File: config.mk
export PLATFORM = sky130hd
export DESIGN_NAME = decode_execute_unit_flat
export DESIGN_NICKNAME = d
export VERILOG_FILES = /design/src/rtl/decode_execute_unit_if.sv /design/src/rtl/decode_execute_unit.sv /design/src/flat_wrapper.sv
export SDC_FILE = /design/constraint.sdc
export NUM_CORES = 1
export LEC_CHECK = 0
export CAP_MARGIN = 20
export CORE_MARGIN = 8
export CORE_UTILIZATION = 25
export CTS_CLUSTER_DIAMETER = 60
export DETAILED_ROUTE_END_ITERATION = 6
export PLACE_DENSITY = 0.43
export RECOVER_POWER = 25
export SETUP_SLACK_MARGIN = 0.5
export SYNTH_ARGS = -nofsm -noshare
export SYNTH_HDL_FRONTEND = slang
export SYNTH_SLANG_ARGS = --single-unit
File: constraint.sdc
create_clock -name clk -period 11.5 [get_ports clk]
set_input_delay 1.725 -clock clk [delete_from_list [all_inputs] [get_ports clk]]
set_output_delay 1.725 -clock clk [all_outputs]
set_load 0.05 [all_outputs]
File: src/rtl/decode_execute_unit_if.sv
// Bus bundle between the decode/execute slice and its surrounding core.
// The core (master) supplies instruction and operands; the slice (slave) returns registered results.
interface decode_execute_unit_if #(
    parameter int XLEN = 32
);
    logic [31:0]     instr;
    logic [XLEN-1:0] rs1;
    logic [XLEN-1:0] rs2;
    logic [XLEN-1:0] alu_result;
    logic [XLEN-1:0] imm_ext;
    logic [3:0]      alu_control;
    logic            alu_src;
    logic [2:0]      result_src;
    logic [1:0]      pc_src;
    logic [2:0]      instruction_type;
    logic            illegal;

    // No handshake: inputs are sampled every rising edge and every output
    // reflects the inputs of the previous edge.
    modport master (
        output instr, rs1, rs2,
        input  alu_result, imm_ext, alu_control, alu_src,
               result_src, pc_src, instruction_type, illegal
    );

    modport slave (
        input  instr, rs1, rs2,
        output alu_result, imm_ext, alu_control, alu_src,
               result_src, pc_src, instruction_type, illegal
    );
endinterface

File: src/rtl/decode_execute_unit.sv
// RV32I decode + immediate extend + ALU slice; all results are registered (1-cycle latency).
// Only XLEN = 32 is supported.
module decode_execute_unit #(
    parameter int XLEN = 32
) (
    input  logic                 clk,
    input  logic                 reset,
    decode_execute_unit_if.slave bus
);
    localparam logic [6:0] OPC_OP     = 7'b0110011;
    localparam logic [6:0] OPC_OP_IMM = 7'b0010011;
    localparam logic [6:0] OPC_LOAD   = 7'b0000011;
    localparam logic [6:0] OPC_STORE  = 7'b0100011;
    localparam logic [6:0] OPC_BRANCH = 7'b1100011;
    localparam logic [6:0] OPC_JAL    = 7'b1101111;
    localparam logic [6:0] OPC_JALR   = 7'b1100111;
    localparam logic [6:0] OPC_LUI    = 7'b0110111;
    localparam logic [6:0] OPC_AUIPC  = 7'b0010111;

    localparam logic [3:0] ALU_ADD  = 4'd0;
    localparam logic [3:0] ALU_SUB  = 4'd1;
    localparam logic [3:0] ALU_SLL  = 4'd2;
    localparam logic [3:0] ALU_SLT  = 4'd3;
    localparam logic [3:0] ALU_SLTU = 4'd4;
    localparam logic [3:0] ALU_XOR  = 4'd5;
    localparam logic [3:0] ALU_SRL  = 4'd6;
    localparam logic [3:0] ALU_SRA  = 4'd7;
    localparam logic [3:0] ALU_OR   = 4'd8;
    localparam logic [3:0] ALU_AND  = 4'd9;
    localparam logic [3:0] ALU_EQ   = 4'd10;
    localparam logic [3:0] ALU_NE   = 4'd11;
    localparam logic [3:0] ALU_GE   = 4'd12;
    localparam logic [3:0] ALU_GEU  = 4'd13;
    localparam logic [3:0] ALU_NOP  = 4'd14;

    localparam logic [2:0] TYPE_R = 3'd0;
    localparam logic [2:0] TYPE_I = 3'd1;
    localparam logic [2:0] TYPE_S = 3'd2;
    localparam logic [2:0] TYPE_B = 3'd3;
    localparam logic [2:0] TYPE_U = 3'd4;
    localparam logic [2:0] TYPE_J = 3'd5;

    localparam logic [2:0] RES_ALU    = 3'd0;
    localparam logic [2:0] RES_IMM    = 3'd1;
    localparam logic [2:0] RES_PC_IMM = 3'd2;
    localparam logic [2:0] RES_PC_4   = 3'd3;
    localparam logic [2:0] RES_MEM    = 3'd4;

    localparam logic [1:0] PC_PLUS4  = 2'd0;
    localparam logic [1:0] PC_JAL    = 2'd1;
    localparam logic [1:0] PC_JALR   = 2'd2;
    localparam logic [1:0] PC_BRANCH = 2'd3;

    // Shared funct3 mapping of OP and OP-IMM; 'alt' is funct7[5] where it is honoured.
    function automatic logic [3:0] arith_op(input logic [2:0] f3, input logic alt);
        logic [3:0] op;
        case (f3)
            3'b000:  op = alt ? ALU_SUB : ALU_ADD;
            3'b001:  op = ALU_SLL;
            3'b010:  op = ALU_SLT;
            3'b011:  op = ALU_SLTU;
            3'b100:  op = ALU_XOR;
            3'b101:  op = alt ? ALU_SRA : ALU_SRL;
            3'b110:  op = ALU_OR;
            default: op = ALU_AND;
        endcase
        return op;
    endfunction

    function automatic logic [3:0] branch_op(input logic [2:0] f3);
        logic [3:0] op;
        case (f3)
            3'b000:  op = ALU_EQ;
            3'b001:  op = ALU_NE;
            3'b100:  op = ALU_SLT;
            3'b101:  op = ALU_GE;
            3'b110:  op = ALU_SLTU;
            3'b111:  op = ALU_GEU;
            default: op = ALU_NOP;
        endcase
        return op;
    endfunction

    logic [6:0]      w_opcode;
    logic [2:0]      w_funct3;
    logic            w_funct7b5;
    logic [3:0]      w_alu_control;
    logic            w_alu_src;
    logic [2:0]      w_result_src;
    logic [1:0]      w_pc_src;
    logic [2:0]      w_type;
    logic            w_illegal;
    logic [XLEN-1:0] w_imm_i;
    logic [XLEN-1:0] w_imm_s;
    logic [XLEN-1:0] w_imm_b;
    logic [XLEN-1:0] w_imm_u;
    logic [XLEN-1:0] w_imm_j;
    logic [XLEN-1:0] w_imm_ext;
    logic [XLEN-1:0] w_op1;
    logic [XLEN-1:0] w_op2;
    logic [4:0]      w_shamt;
    logic [XLEN-1:0] w_alu_result;

    assign w_opcode   = bus.instr[6:0];
    assign w_funct3   = bus.instr[14:12];
    assign w_funct7b5 = bus.instr[30];

    always_comb begin
        w_alu_control = ALU_ADD;
        w_alu_src     = 1'b0;
        w_result_src  = RES_ALU;
        w_pc_src      = PC_PLUS4;
        w_type        = TYPE_R;
        w_illegal     = 1'b0;
        case (w_opcode)
            OPC_OP: begin
                w_alu_control = arith_op(w_funct3, w_funct7b5);
            end
            OPC_OP_IMM: begin
                // Only SRAI looks at funct7[5]; ADDI must never turn into SUB.
                w_type        = TYPE_I;
                w_alu_src     = 1'b1;
                w_alu_control = arith_op(w_funct3, (w_funct3 == 3'b101) && w_funct7b5);
            end
            OPC_LOAD: begin
                w_type       = TYPE_I;
                w_alu_src    = 1'b1;
                w_result_src = RES_MEM;
            end
            OPC_STORE: begin
                w_type    = TYPE_S;
                w_alu_src = 1'b1;
            end
            OPC_BRANCH: begin
                w_type        = TYPE_B;
                w_pc_src      = PC_BRANCH;
                w_alu_control = branch_op(w_funct3);
            end
            OPC_JAL: begin
                w_type       = TYPE_J;
                w_alu_src    = 1'b1;
                w_result_src = RES_PC_4;
                w_pc_src     = PC_JAL;
            end
            OPC_JALR: begin
                w_type       = TYPE_I;
                w_alu_src    = 1'b1;
                w_result_src = RES_PC_4;
                w_pc_src     = PC_JALR;
            end
            OPC_LUI: begin
                w_type       = TYPE_U;
                w_alu_src    = 1'b1;
                w_result_src = RES_IMM;
            end
            OPC_AUIPC: begin
                w_type       = TYPE_U;
                w_alu_src    = 1'b1;
                w_result_src = RES_PC_IMM;
            end
            default: begin
                w_illegal = 1'b1;
            end
        endcase
    end

    assign w_imm_i = {{20{bus.instr[31]}}, bus.instr[31:20]};
    assign w_imm_s = {{20{bus.instr[31]}}, bus.instr[31:25], bus.instr[11:7]};
    assign w_imm_b = {{20{bus.instr[31]}}, bus.instr[7], bus.instr[30:25],
                      bus.instr[11:8], 1'b0};
    assign w_imm_u = {bus.instr[31:12], 12'b0};
    assign w_imm_j = {{12{bus.instr[31]}}, bus.instr[19:12], bus.instr[20],
                      bus.instr[30:21], 1'b0};

    // Illegal opcodes decode as type R, so they pick up the zero immediate too.
    always_comb begin
        w_imm_ext = '0;
        case (w_type)
            TYPE_I:  w_imm_ext = w_imm_i;
            TYPE_S:  w_imm_ext = w_imm_s;
            TYPE_B:  w_imm_ext = w_imm_b;
            TYPE_U:  w_imm_ext = w_imm_u;
            TYPE_J:  w_imm_ext = w_imm_j;
            default: w_imm_ext = '0;
        endcase
    end

    assign w_op1   = bus.rs1;
    assign w_op2   = w_alu_src ? w_imm_ext : bus.rs2;
    assign w_shamt = w_op2[4:0];

    always_comb begin
        w_alu_result = '0;
        case (w_alu_control)
            ALU_ADD:  w_alu_result = w_op1 + w_op2;
            ALU_SUB:  w_alu_result = w_op1 - w_op2;
            ALU_SLL:  w_alu_result = w_op1 << w_shamt;
            ALU_SLT:  w_alu_result = {{(XLEN-1){1'b0}}, $signed(w_op1) < $signed(w_op2)};
            ALU_SLTU: w_alu_result = {{(XLEN-1){1'b0}}, w_op1 < w_op2};
            ALU_XOR:  w_alu_result = w_op1 ^ w_op2;
            ALU_SRL:  w_alu_result = w_op1 >> w_shamt;
            ALU_SRA:  w_alu_result = $unsigned($signed(w_op1) >>> w_shamt);
            ALU_OR:   w_alu_result = w_op1 | w_op2;
            ALU_AND:  w_alu_result = w_op1 & w_op2;
            ALU_EQ:   w_alu_result = {{(XLEN-1){1'b0}}, w_op1 == w_op2};
            ALU_NE:   w_alu_result = {{(XLEN-1){1'b0}}, w_op1 != w_op2};
            ALU_GE:   w_alu_result = {{(XLEN-1){1'b0}}, $signed(w_op1) >= $signed(w_op2)};
            ALU_GEU:  w_alu_result = {{(XLEN-1){1'b0}}, w_op1 >= w_op2};
            default:  w_alu_result = '0;
        endcase
    end

    logic [XLEN-1:0] r_alu_result;
    logic [XLEN-1:0] r_imm_ext;
    logic [3:0]      r_alu_control;
    logic            r_alu_src;
    logic [2:0]      r_result_src;
    logic [1:0]      r_pc_src;
    logic [2:0]      r_instruction_type;
    logic            r_illegal;

    always_ff @(posedge clk) begin
        if (reset) begin
            r_alu_result       <= '0;
            r_imm_ext          <= '0;
            r_alu_control      <= '0;
            r_alu_src          <= 1'b0;
            r_result_src       <= '0;
            r_pc_src           <= '0;
            r_instruction_type <= '0;
            r_illegal          <= 1'b0;
        end else begin
            r_alu_result       <= w_alu_result;
            r_imm_ext          <= w_imm_ext;
            r_alu_control      <= w_alu_control;
            r_alu_src          <= w_alu_src;
            r_result_src       <= w_result_src;
            r_pc_src           <= w_pc_src;
            r_instruction_type <= w_type;
            r_illegal          <= w_illegal;
        end
    end

    assign bus.alu_result       = r_alu_result;
    assign bus.imm_ext          = r_imm_ext;
    assign bus.alu_control      = r_alu_control;
    assign bus.alu_src          = r_alu_src;
    assign bus.result_src       = r_result_src;
    assign bus.pc_src           = r_pc_src;
    assign bus.instruction_type = r_instruction_type;
    assign bus.illegal          = r_illegal;
endmodule

File: src/flat_wrapper.sv
// flat-port wrapper written by rule: the top's interface ports become plain ports
module decode_execute_unit_flat 
#(
    parameter int XLEN = 32
)
  (clk, reset, bus_instr, bus_rs1, bus_rs2, bus_alu_result, bus_imm_ext, bus_alu_control, bus_alu_src, bus_result_src, bus_pc_src, bus_instruction_type, bus_illegal);
  decode_execute_unit_if #(.XLEN(XLEN)) bus_i ();
  input  logic clk;
  input  logic reset;
  input wire logic [$bits(bus_i.instr)-1:0] bus_instr;
  input wire logic [$bits(bus_i.rs1)-1:0] bus_rs1;
  input wire logic [$bits(bus_i.rs2)-1:0] bus_rs2;
  output wire logic [$bits(bus_i.alu_result)-1:0] bus_alu_result;
  output wire logic [$bits(bus_i.imm_ext)-1:0] bus_imm_ext;
  output wire logic [$bits(bus_i.alu_control)-1:0] bus_alu_control;
  output wire logic [$bits(bus_i.alu_src)-1:0] bus_alu_src;
  output wire logic [$bits(bus_i.result_src)-1:0] bus_result_src;
  output wire logic [$bits(bus_i.pc_src)-1:0] bus_pc_src;
  output wire logic [$bits(bus_i.instruction_type)-1:0] bus_instruction_type;
  output wire logic [$bits(bus_i.illegal)-1:0] bus_illegal;
  assign bus_i.instr = bus_instr;
  assign bus_i.rs1 = bus_rs1;
  assign bus_i.rs2 = bus_rs2;
  assign bus_alu_result = bus_i.alu_result;
  assign bus_imm_ext = bus_i.imm_ext;
  assign bus_alu_control = bus_i.alu_control;
  assign bus_alu_src = bus_i.alu_src;
  assign bus_result_src = bus_i.result_src;
  assign bus_pc_src = bus_i.pc_src;
  assign bus_instruction_type = bus_i.instruction_type;
  assign bus_illegal = bus_i.illegal;
  decode_execute_unit #(.XLEN(XLEN)) u_core (.clk(clk), .reset(reset), .bus(bus_i));
endmodule
Word level (Yosys, flattened, before mapping)
Index checks and enable logic that the tools add are counted.

operators by class
  bitwise logic cells = 3
  shifts and indexed selects = 3
  add/sub/neg operators = 2
  reduce and logical (&&, ||, !) cells = 8
  magnitude comparators = 4
  muxes and demuxes = 16
  eq/ne operators = 36

operators by type and width
  cell                  number
  $pmux W32 S14         1
  $pmux W32 S5          1
  $ge A32 B32 Y1        2
  $lt A32 B32 Y1        2
  $pmux W4 S7           2
  $add A32 B32 Y32      1
  $and A32 B32 Y32      1
  $eq A32 B32 Y1        1
  $mux W32              1
  $ne A32 B32 Y1        1
  $or A32 B32 Y32       1
  $shl A32 B5 Y32       1
  $shr A32 B5 Y32       1
  $sshr A32 B5 Y32      1
  $sub A32 B32 Y32      1
  $xor A32 B32 Y32      1
  $eq A4 B4 Y1 const B  6
  $pmux W4 S6           1
  $eq A7 B6 Y1 const B  3
  $eq A7 B7 Y1 const B  3
  $eq A3 B3 Y1 const B  6
  $eq A4 B3 Y1 const B  4
  $pmux W3 S5           1
  $eq A7 B5 Y1 const B  2
  16 further kinds      27

storage, ports and cells
  input bits = 98
  register bits after elaboration = 78

Logic depth before layout (Yosys ltp)
Gate-level depths: netlist (run 1).

  depth after elaboration = 8
  mapped depth = 22

Worst setup path after synthesis (run 1)
No wires, ideal clock.

  path kind = in2reg
  start point = input port bus_instr[4]
  end point = register u_core.r_alu_result[18] (netlist: u_core.bus.alu_result[18])
  cell stages on the path = 20
  arrival time = 6.655 ns
  setup time = 0.133 ns
  path buffers = 5
  slack = 4.713 ns
  path through = and3b_1 > or4_1 > buf_2 > nand2_1 > mux2i_1 > clkbuf_1 > buf_1 > clkbuf_1 > ha_1 > clkbuf_1 > o21ai_0 > o21ai_1 > a31oi_1 > o41ai_2 > or4b_2 > and4_1 > o22ai_1 > xnor2_1 > a221oi_1 > a31oi_1

between the ends
  longest elaborated chain between the ends = 8
  elaborated cells between the ends (all ways) = 45

ends and longest elaborated chain
  what                                                                          RTL line                    text
  start, declared                                                               flat_wrapper.sv:10          input wire logic [$bits(bus_i.instr)-1:0] bus_instr;
  $eq A7 B2 Y1, or another cell as far along                                    decode_execute_unit.sv:115  case (w_opcode)
  $reduce_or A3 Y1 (no source line) / $reduce_or A2 Y1 (equally long branches)  -
  $pmux W3 S5                                                                   decode_execute_unit.sv:115
  $eq A3 B3 Y1, or another cell as far along                                    decode_execute_unit.sv:178  case (w_type)
  $pmux W32 S5                                                                  decode_execute_unit.sv:178
  $mux W32                                                                      decode_execute_unit.sv:189  assign w_op2 = w_alu_src ? w_imm_ext : bus.rs2;
  $sub A32 B32 Y32, or another cell as far along                                decode_execute_unit.sv:196  ALU_SUB: w_alu_result = w_op1 - w_op2;
  $pmux W32 S14 *                                                               decode_execute_unit.sv:194  case (w_alu_control)
  end signal, assigned                                                          decode_execute_unit.sv:233  r_alu_result <= w_alu_result;
  end, declared                                                                 decode_execute_unit.sv:213  logic [XLEN-1:0] r_alu_result;

Mark *: on every way between the ends. The rest lies on a longest branch, timed or not.
A chain may end at the register's enable or synchronous reset.

Worst setup path in the final report (run 1)
  start point = input port bus_instr[2]
  end point = register u_core.r_alu_result[24] (netlist: u_core.bus.alu_result[24])

The elaborated chain is that of the path after synthesis.

==> impl_results.md, run 1 <==
* CP cell instances: dlygate4sd3_1 -> and4bb_1 -> nand3_1 -> o22ai_1 -> nor2_4 -> buf_4 -> inv_4 -> ha_1 -> inv_1 -> fa_1 -> nor2b_1 -> o21ai_0 -> a211o_1 -> nand2_1 -> a2111oi_1 -> nor2_1 -> xnor2_1 -> a221oi_1 -> a21boi_0 -> a31oi_1
* Synth-to-Final Area Change at 21.38%
* Final Max Slew Viols at 0
* CTS root buffer: clkbuf_16
* Drt total wl at 75770 um
* FF+latch area at 1562 um2
* Crit path DAT at 8.36 ns
* Post-Place Cells at 2426
* Async set-or-reset flop fraction in the synthesized netlist at 0
* Top cells by count, synth: 181 x a21oi_1, 174 x nor2_1, 168 x nand2_1
* Final nets at 2021
* Core ar. at 47750 um2
* Worst setup EP type: flop
* CTS Buffer Depth at 2
* Clock H-tree levels at 3
* Slowest-stage cell, CP: a2111oi_1
* Register bit total from synthesis at 78
* Via/cell ratio at 6.197
* CP startpoint kind: input pin
* Final setup viols at 0
* Period minus WS final at 8.110 ns
* Antenna-violating nets left at 0
* Synth top area cells: dfxtp_1 13%, ha_1 10%, a21oi_1 7.5%
* Filler cells at 5271
* CTS sink cnt at 78
* Die H at 235.9 um
* CP Class: input pin to flop
* Outcome: finished, final reports clean
* Initial Utilization at 0.2533
* Top-count cell post-synth: a21oi_1
* CTS clk-pin slew, worst paths at 0.08 ns
* YS warnings at 0
* Mapped Nets at 1931
* Post-CTS Resized at 0
* Slew @ Worst Pin at 1.199 ns
* Ports at 176
* Via count at 15133
* Die area at 55670 um2
* Vias in the first global route at 14565
* Crit share post-route at 0.7052
* Post-synthesis sequential area ratio at 0.1291
* Hold Crit Start: bus_instr[17]
* Final HPWL DP at 59860 um
* Number of diodes at 0
* Synth Area per Inst at 6.982 um2
* Die Wd at 235.9 um
* Placer congestion estimate at 1.043
* Overall Global Routing Usage at 0.2613
* CTS hold repair buffers at 0
* Layout cells sized above 1 at 0.06513
* CP Depth at 20
* Buffers on Ports at 175
* Fin. Hold Viols at 0
* Initial antenna violation count at 3
* Max-slew headroom at 0.2005
* Yosys cell types at 98
* Worst vdd ir at 59.60 uV
* TritonRoute pass-1 iters at 6
* CTS buffer count at 9
* Synthesized area at 12090 um2
* First-pass GRT wire length at 108000 um
* Footprint of the multi-input gates at 9677 um2
* Power Density at 98.23 nW/um2
* Synth top area share at 0.1291
* Min-Delay Endpoint: u_core.bus.imm_ext[17]$_SDFF_PP0_
* HP Class: input pin to flop
* WL/cell at 31.03 um
* Max-capacitance violation count at 0
* CP max FO at 52
* CTS tree: built
* RSZ-0062 raised after global routing: false
* Number of flops mapped to enable cells by yosys at 0
* Fmax at 123.3 MHz
* Slowest stage delay, CP at 0.99 ns
* P_leak at 5.558 nW
* Gr ovfl total at 0
* Hold depth at 3
* Layout Cells excl Fill at 2442
* Residual DRC at 0
* Required @ worst endpoint at 11.75 ns
* Cells after Synth at 1732
* Area leader, netlist: dfxtp_1
* Total chip power at 0.001442 W
* Post-CTS setup buffer count at 0
* Setup TNS Final at 0 ns
* Largest net degree at the start of global routing at 57
* Crit path max-delay family: compound AO/OA/AOI/OAI gates
* Top_reg_cell synth: dfxtp_1
* Drt first-iter violations at 2029
* Row count at 80
* Worst Path Buf+Inv at 4
worst max path at each step:
| stage | from | to | slack, ns |
|---|---|---|---|
| after CTS | bus_instr[6] | u_core.bus.alu_result[31]$_SDFF_PP0_ | 3.61 |
| final | bus_instr[2] | u_core.bus.alu_result[24]$_SDFF_PP0_ | 3.39 |
| after detailed placement | bus_instr[6] | u_core.bus.alu_result[31]$_SDFF_PP0_ | 3.21 |
| after global placement | bus_instr[6] | u_core.bus.alu_result[31]$_SDFF_PP0_ | 3.19 |
| after floorplan | bus_instr[4] | u_core.bus.alu_result[18]$_SDFF_PP0_ | 4.71 |
| after global routing | bus_instr[2] | u_core.bus.alu_result[24]$_SDFF_PP0_ | 3.07 |
layout by cell type, fill, tap and decap left out, types with 7 or more instances in the layout:
master	count
a211o_1	9
a211oi_1	48
a21o_1	16
a21oi_1	180
a221oi_1	13
a22o_1	7
a22oi_1	26
a2bb2oi_1	7
a31oi_1	40
a41oi_1	7
and2_1	14
and3_1	11
buf_4	28
clkbuf_16	9
clkdlybuf4s50_1	140
dfxtp_1	78
dlygate4sd3_1	35
ha_1	99
inv_1	96
mux2i_1	43
mux4_2	24
nand2_1	167
nand2b_1	11
nand3_1	39
nor2_1	173
nor2b_1	17
nor3_1	69
nor4_1	13
o211ai_1	25
o21a_1	22
o21ai_0	101
o21bai_1	10
o221ai_1	17
o22ai_1	17
o31ai_1	11
or2_2	9
or3_1	13
xnor2_1	27
area by class of cell:
type,count,share of cell area
Inverter,100,0.02591
Tap cell,615,0.05243
Multi-Input combinational cell,1428,0.6593
Clock inverter,7,0.005967
Timing Repair Buffer,205,0.1347
Sequential cell,78,0.1064
Clock buffer,9,0.01534
stage by stage:
stage	instance area [um2]	util	worst slack, ns	hold slack [ns]
finish	14680	0.3074	3.390	1.994
global placement	14340	0.3004	3.188	2.393
global route	14680	0.3074	3.070	2.000
detailed placement	14370	0.3009	3.210	2.406
floorplan	12090	-	4.713	1.847
CTS	14680	0.3074	3.608	1.974
registers in the layout, indices dropped and copies added, names as in the netlist:
register	flops
u_core.bus.alu_control	4
u_core.bus.alu_result	32
u_core.bus.alu_src	1
u_core.bus.illegal	1
u_core.bus.imm_ext	32
u_core.bus.instruction_type	3
u_core.bus.pc_src	2
u_core.bus.result_src	3
kinds of logic after synthesis:
logic type,count (synthesis),synth area share
compound gates,643,0.3522
xor+xnor,32,0.02318
fa+ha+maj,101,0.1057
buf+inv,226,0.07801
flops,78,0.1291
mux,76,0.08898
simple gates,576,0.2228
report_power, final:
group | leakage, nW | switching (W) | internal [W]
clock | 0.148 | 0.000166 | 0.000174
sequential | 0.638 | 0.00000899 | 0.000290
combinational | 4.77 | 0.000542 | 0.000261
routing by layer:
metal  GRT usage  vias to the layer above  share of wire
met5           0                        -        0.00017
met4      0.1615                        2          0.069
met3     0.05468                      200          0.084
met2      0.4028                      934           0.43
met1      0.3302                     7380           0.41
li1            -                     6617              -
(Power assumes the default switching activity.)
==> inputs of run 2 (changes only) <==
- PLACE_DENSITY: 0.43 -> 0.44
- clock period: 11.5 -> 7.1 ns (I/O delays scaled with it)
==> run 2 against run 1 <==
Net effect: the run now ends with design-rule violations left; power grew 65%; utilization grew 1.2 points; sequential share of layout area shrank 0.39 points; setup slack lost 3.0 ns; sequential cell count is the same; first-iteration DRC count shrank 5.3%; global-route usage grew 0.83 points; via count grew 0.33%; die area is the same; sequential power grew 61%; critical path type unchanged; largest power group unchanged; highest routed layer is now met4.
==> impl_results.md, run 2 (same netlist as run 1, synthesis figures left out) <==
* Buffers on Ports at 175 (unchanged)
* Slew @ Worst Pin at 1.128 ns (was 1.199 ns)
* Place WS at 0.1618 ns (was 3.210 ns)
* Synth-to-Final Area Change at 25.97% (was 21.38%)
* HP Class: input pin to flop (unchanged)
* Sequential power share at 0.202 (was 0.207)
* Die H at 235.9 um (unchanged)
* Number of diodes at 0 (unchanged)
* Max-slew headroom at 0.2463 (was 0.2005)
* WL/cell at 30.85 um (was 31.03 um)
* Final instance area at 15230 um2 (was 14680 um2)
* Crit share post-route at 0.9484
* Gr ovfl total at 0 (unchanged)
* CTS Buffer Depth at 2 (unchanged)
* NetSw at 0.001171 W (was 0.0007171 W)
* Final HPWL DP at 62220 um (was 59860 um)
* Commonest non-fill, non-tap cell in the layout: a21oi_1 (unchanged)
* Drt total wl at 77620 um (was 75770 um)
* Period minus WS final at 6.734 ns
* Largest net degree at the start of global routing at 63 (was 57)
* Core ar. at 47750 um2 (unchanged)
* Fin Hold WS at 1.212 ns (was 1.994 ns)
* Internal power at 0.001210 W (was 0.0007247 W)
* First-pass GRT wire length at 111300 um (was 108000 um)
* Residual DRC at 13 (was 0)
* CTS buffer count at 9 (unchanged)
* Final setup margin at 0.3663 ns (was 3.390 ns)
* Worst setup EP type: flop (unchanged)
* Vias in the first global route at 14862 (was 14565)
* Initial antenna violation count at 0 (was 3)
* Antenna-violating nets left at 0 (unchanged)
* CP startpoint kind: input pin (unchanged)
* Placer congestion estimate at 0.9914 (was 1.043)
* CTS sink cnt at 78 (unchanged)
* Die Wd at 235.9 um (unchanged)
* Min-Delay Endpoint: u_core.bus.imm_ext[27]$_SDFF_PP0_ (was u_core.bus.imm_ext[17]$_SDFF_PP0_)
* FF+latch area at 1562 um2 (unchanged)
* Filler cells at 5216 (was 5271)
* Outcome: finished with violations (was finished, final reports clean)
* Footprint of the multi-input gates at 9676 um2 (was 9677 um2)
* Fmax at 148.5 MHz
* Clock H-tree levels at 3 (unchanged)
* Final Max Slew Viols at 0 (unchanged)
* Required @ worst endpoint at 7.32 ns (was 11.75 ns)
* CTS root buffer: clkbuf_16 (unchanged)
* Area post-placement at 14910 um2 (was 14370 um2)
* TritonRoute pass-1 iters at 7 (was 6)
* Initial Utilization at 0.2533 (unchanged)
* Via count at 15183 (was 15133)
* RSZ-0062 raised after global routing: false (unchanged)
* Row count at 80 (unchanged)
* Violated checks: design-rule violations
* CP max FO at 16 (was 52)
* Power Density at 156.2 nW/um2 (was 98.23 nW/um2)
* CTS clk-pin slew, worst paths at 0.09 ns (was 0.08 ns)
* CTS tree: built (unchanged)
* Sw frac at 0.4918 (was 0.4974)
* Via/cell ratio at 6.035 (was 6.197)
* Layout cells sized above 1 at 0.1010 (was 0.06513)
* Drt first-iter violations at 1921 (was 2029)
* Final setup viols at 0 (unchanged)
* Fin. Hold Viols at 0 (unchanged)
* Max-capacitance violation count at 0 (unchanged)
* Setup TNS Final at 0 ns (unchanged)
* Crit path DAT at 6.96 ns (was 8.36 ns)
* Hold Crit Start: reset (was bus_instr[17])
* Die area at 55670 um2 (unchanged)
* Final nets at 2095 (was 2021)
* Overall Global Routing Usage at 0.2695 (was 0.2613)
* Comb power frac at 0.568 (was 0.557)
* Commonest cells after routing, fill and taps aside: 180 x a21oi_1, 173 x nor2_1, 167 x nand2_1 (unchanged)
* Ports at 176 (unchanged)
* Worst vdd ir at 97.86 uV (was 59.60 uV)
* P_leak at 5.917 nW (was 5.558 nW)
* Hold depth at 3 (unchanged)
* Total chip power at 0.002380 W (was 0.001442 W)
* Part of the power in the clock network at 0.231 (was 0.236)
* CP Class: input pin to flop (unchanged)
-- run 2: worst max-delay path by stage --
stage | start | end | depth (start not counted)
2_1_floorplan | bus_instr[4] | u_core.bus.alu_result[18]$_SDFF_PP0_ | 20
3_3_place_gp | bus_instr[2] | u_core.bus.alu_result[24]$_SDFF_PP0_ | 20
3_5_place_dp | bus_instr[2] | u_core.bus.alu_result[24]$_SDFF_PP0_ | 20
4_1_cts | bus_instr[2] | u_core.bus.alu_result[24]$_SDFF_PP0_ | 20
5_1_grt | bus_instr[6] | u_core.bus.alu_result[24]$_SDFF_PP0_ | 20
6_report | bus_instr[6] | u_core.bus.alu_result[24]$_SDFF_PP0_ | 20
-- run 2: stage by stage --
stage          instances    util
2_1_floorplan       1732       -
3_3_place_gp        2499  0.3122
3_5_place_dp        2500  0.3123
4_1_cts             2516  0.3189
5_1_grt             2516  0.3191
6_report            2516  0.3191
-- run 2: power groups by stage --
stage	logic (W)	registers, W	clock network, W
final	0.00135	0.000480	0.000549
after global routing	0.00142	0.000484	0.000581
after CTS	0.00133	0.000482	0.000565
after floorplan	0.000668	0.000600	0
after global placement	0.00134	0.000491	0
after detailed placement	0.00132	0.000492	0
-- run 2: metal layers --
layer	track usage	vias up	share of wire
li1	-	6758	-
met1	0.3488	7390	0.42
met2	0.4177	865	0.44
met3	0.05340	170	0.081
met4	0.1449	0	0.057
met5	0	-	0
-- run 2: cell type report --
cell class	count	area share
Timing Repair Buffer	279	0.1662
Multi-Input combinational cell	1428	0.6352
Tap cell	615	0.05051
Sequential cell	78	0.1025
Clock inverter	7	0.005832
Clock buffer	9	0.01478
Inverter	100	0.02497
-- run 2: repair_timing --
action / 4_1_cts / 5_1_grt
setup endpoints to repair: 0 / 2
gates resized for setup: 0 / 4
hold buffers: 0 / 0
buffers inserted: 0 / 0
-- run 2: worst max-delay path, cell delays in order --
cell and delay [ns]:
dlygate4sd3_1 0.75, or3_1 0.45, o22ai_1 0.47, nor2_1 0.19, nor2_1 0.14, buf_4 0.17, a22o_1 0.27, inv_1 0.10
ha_1 0.46, nor2b_1 0.08, o21ai_0 0.28, a31oi_1 0.30, and2_1 0.27, a2111oi_1 0.61, buf_4 0.22, nor2_1 0.05
xnor2_1 0.16, a221oi_2 0.47, a21boi_0 0.29, a31oi_1 0.15
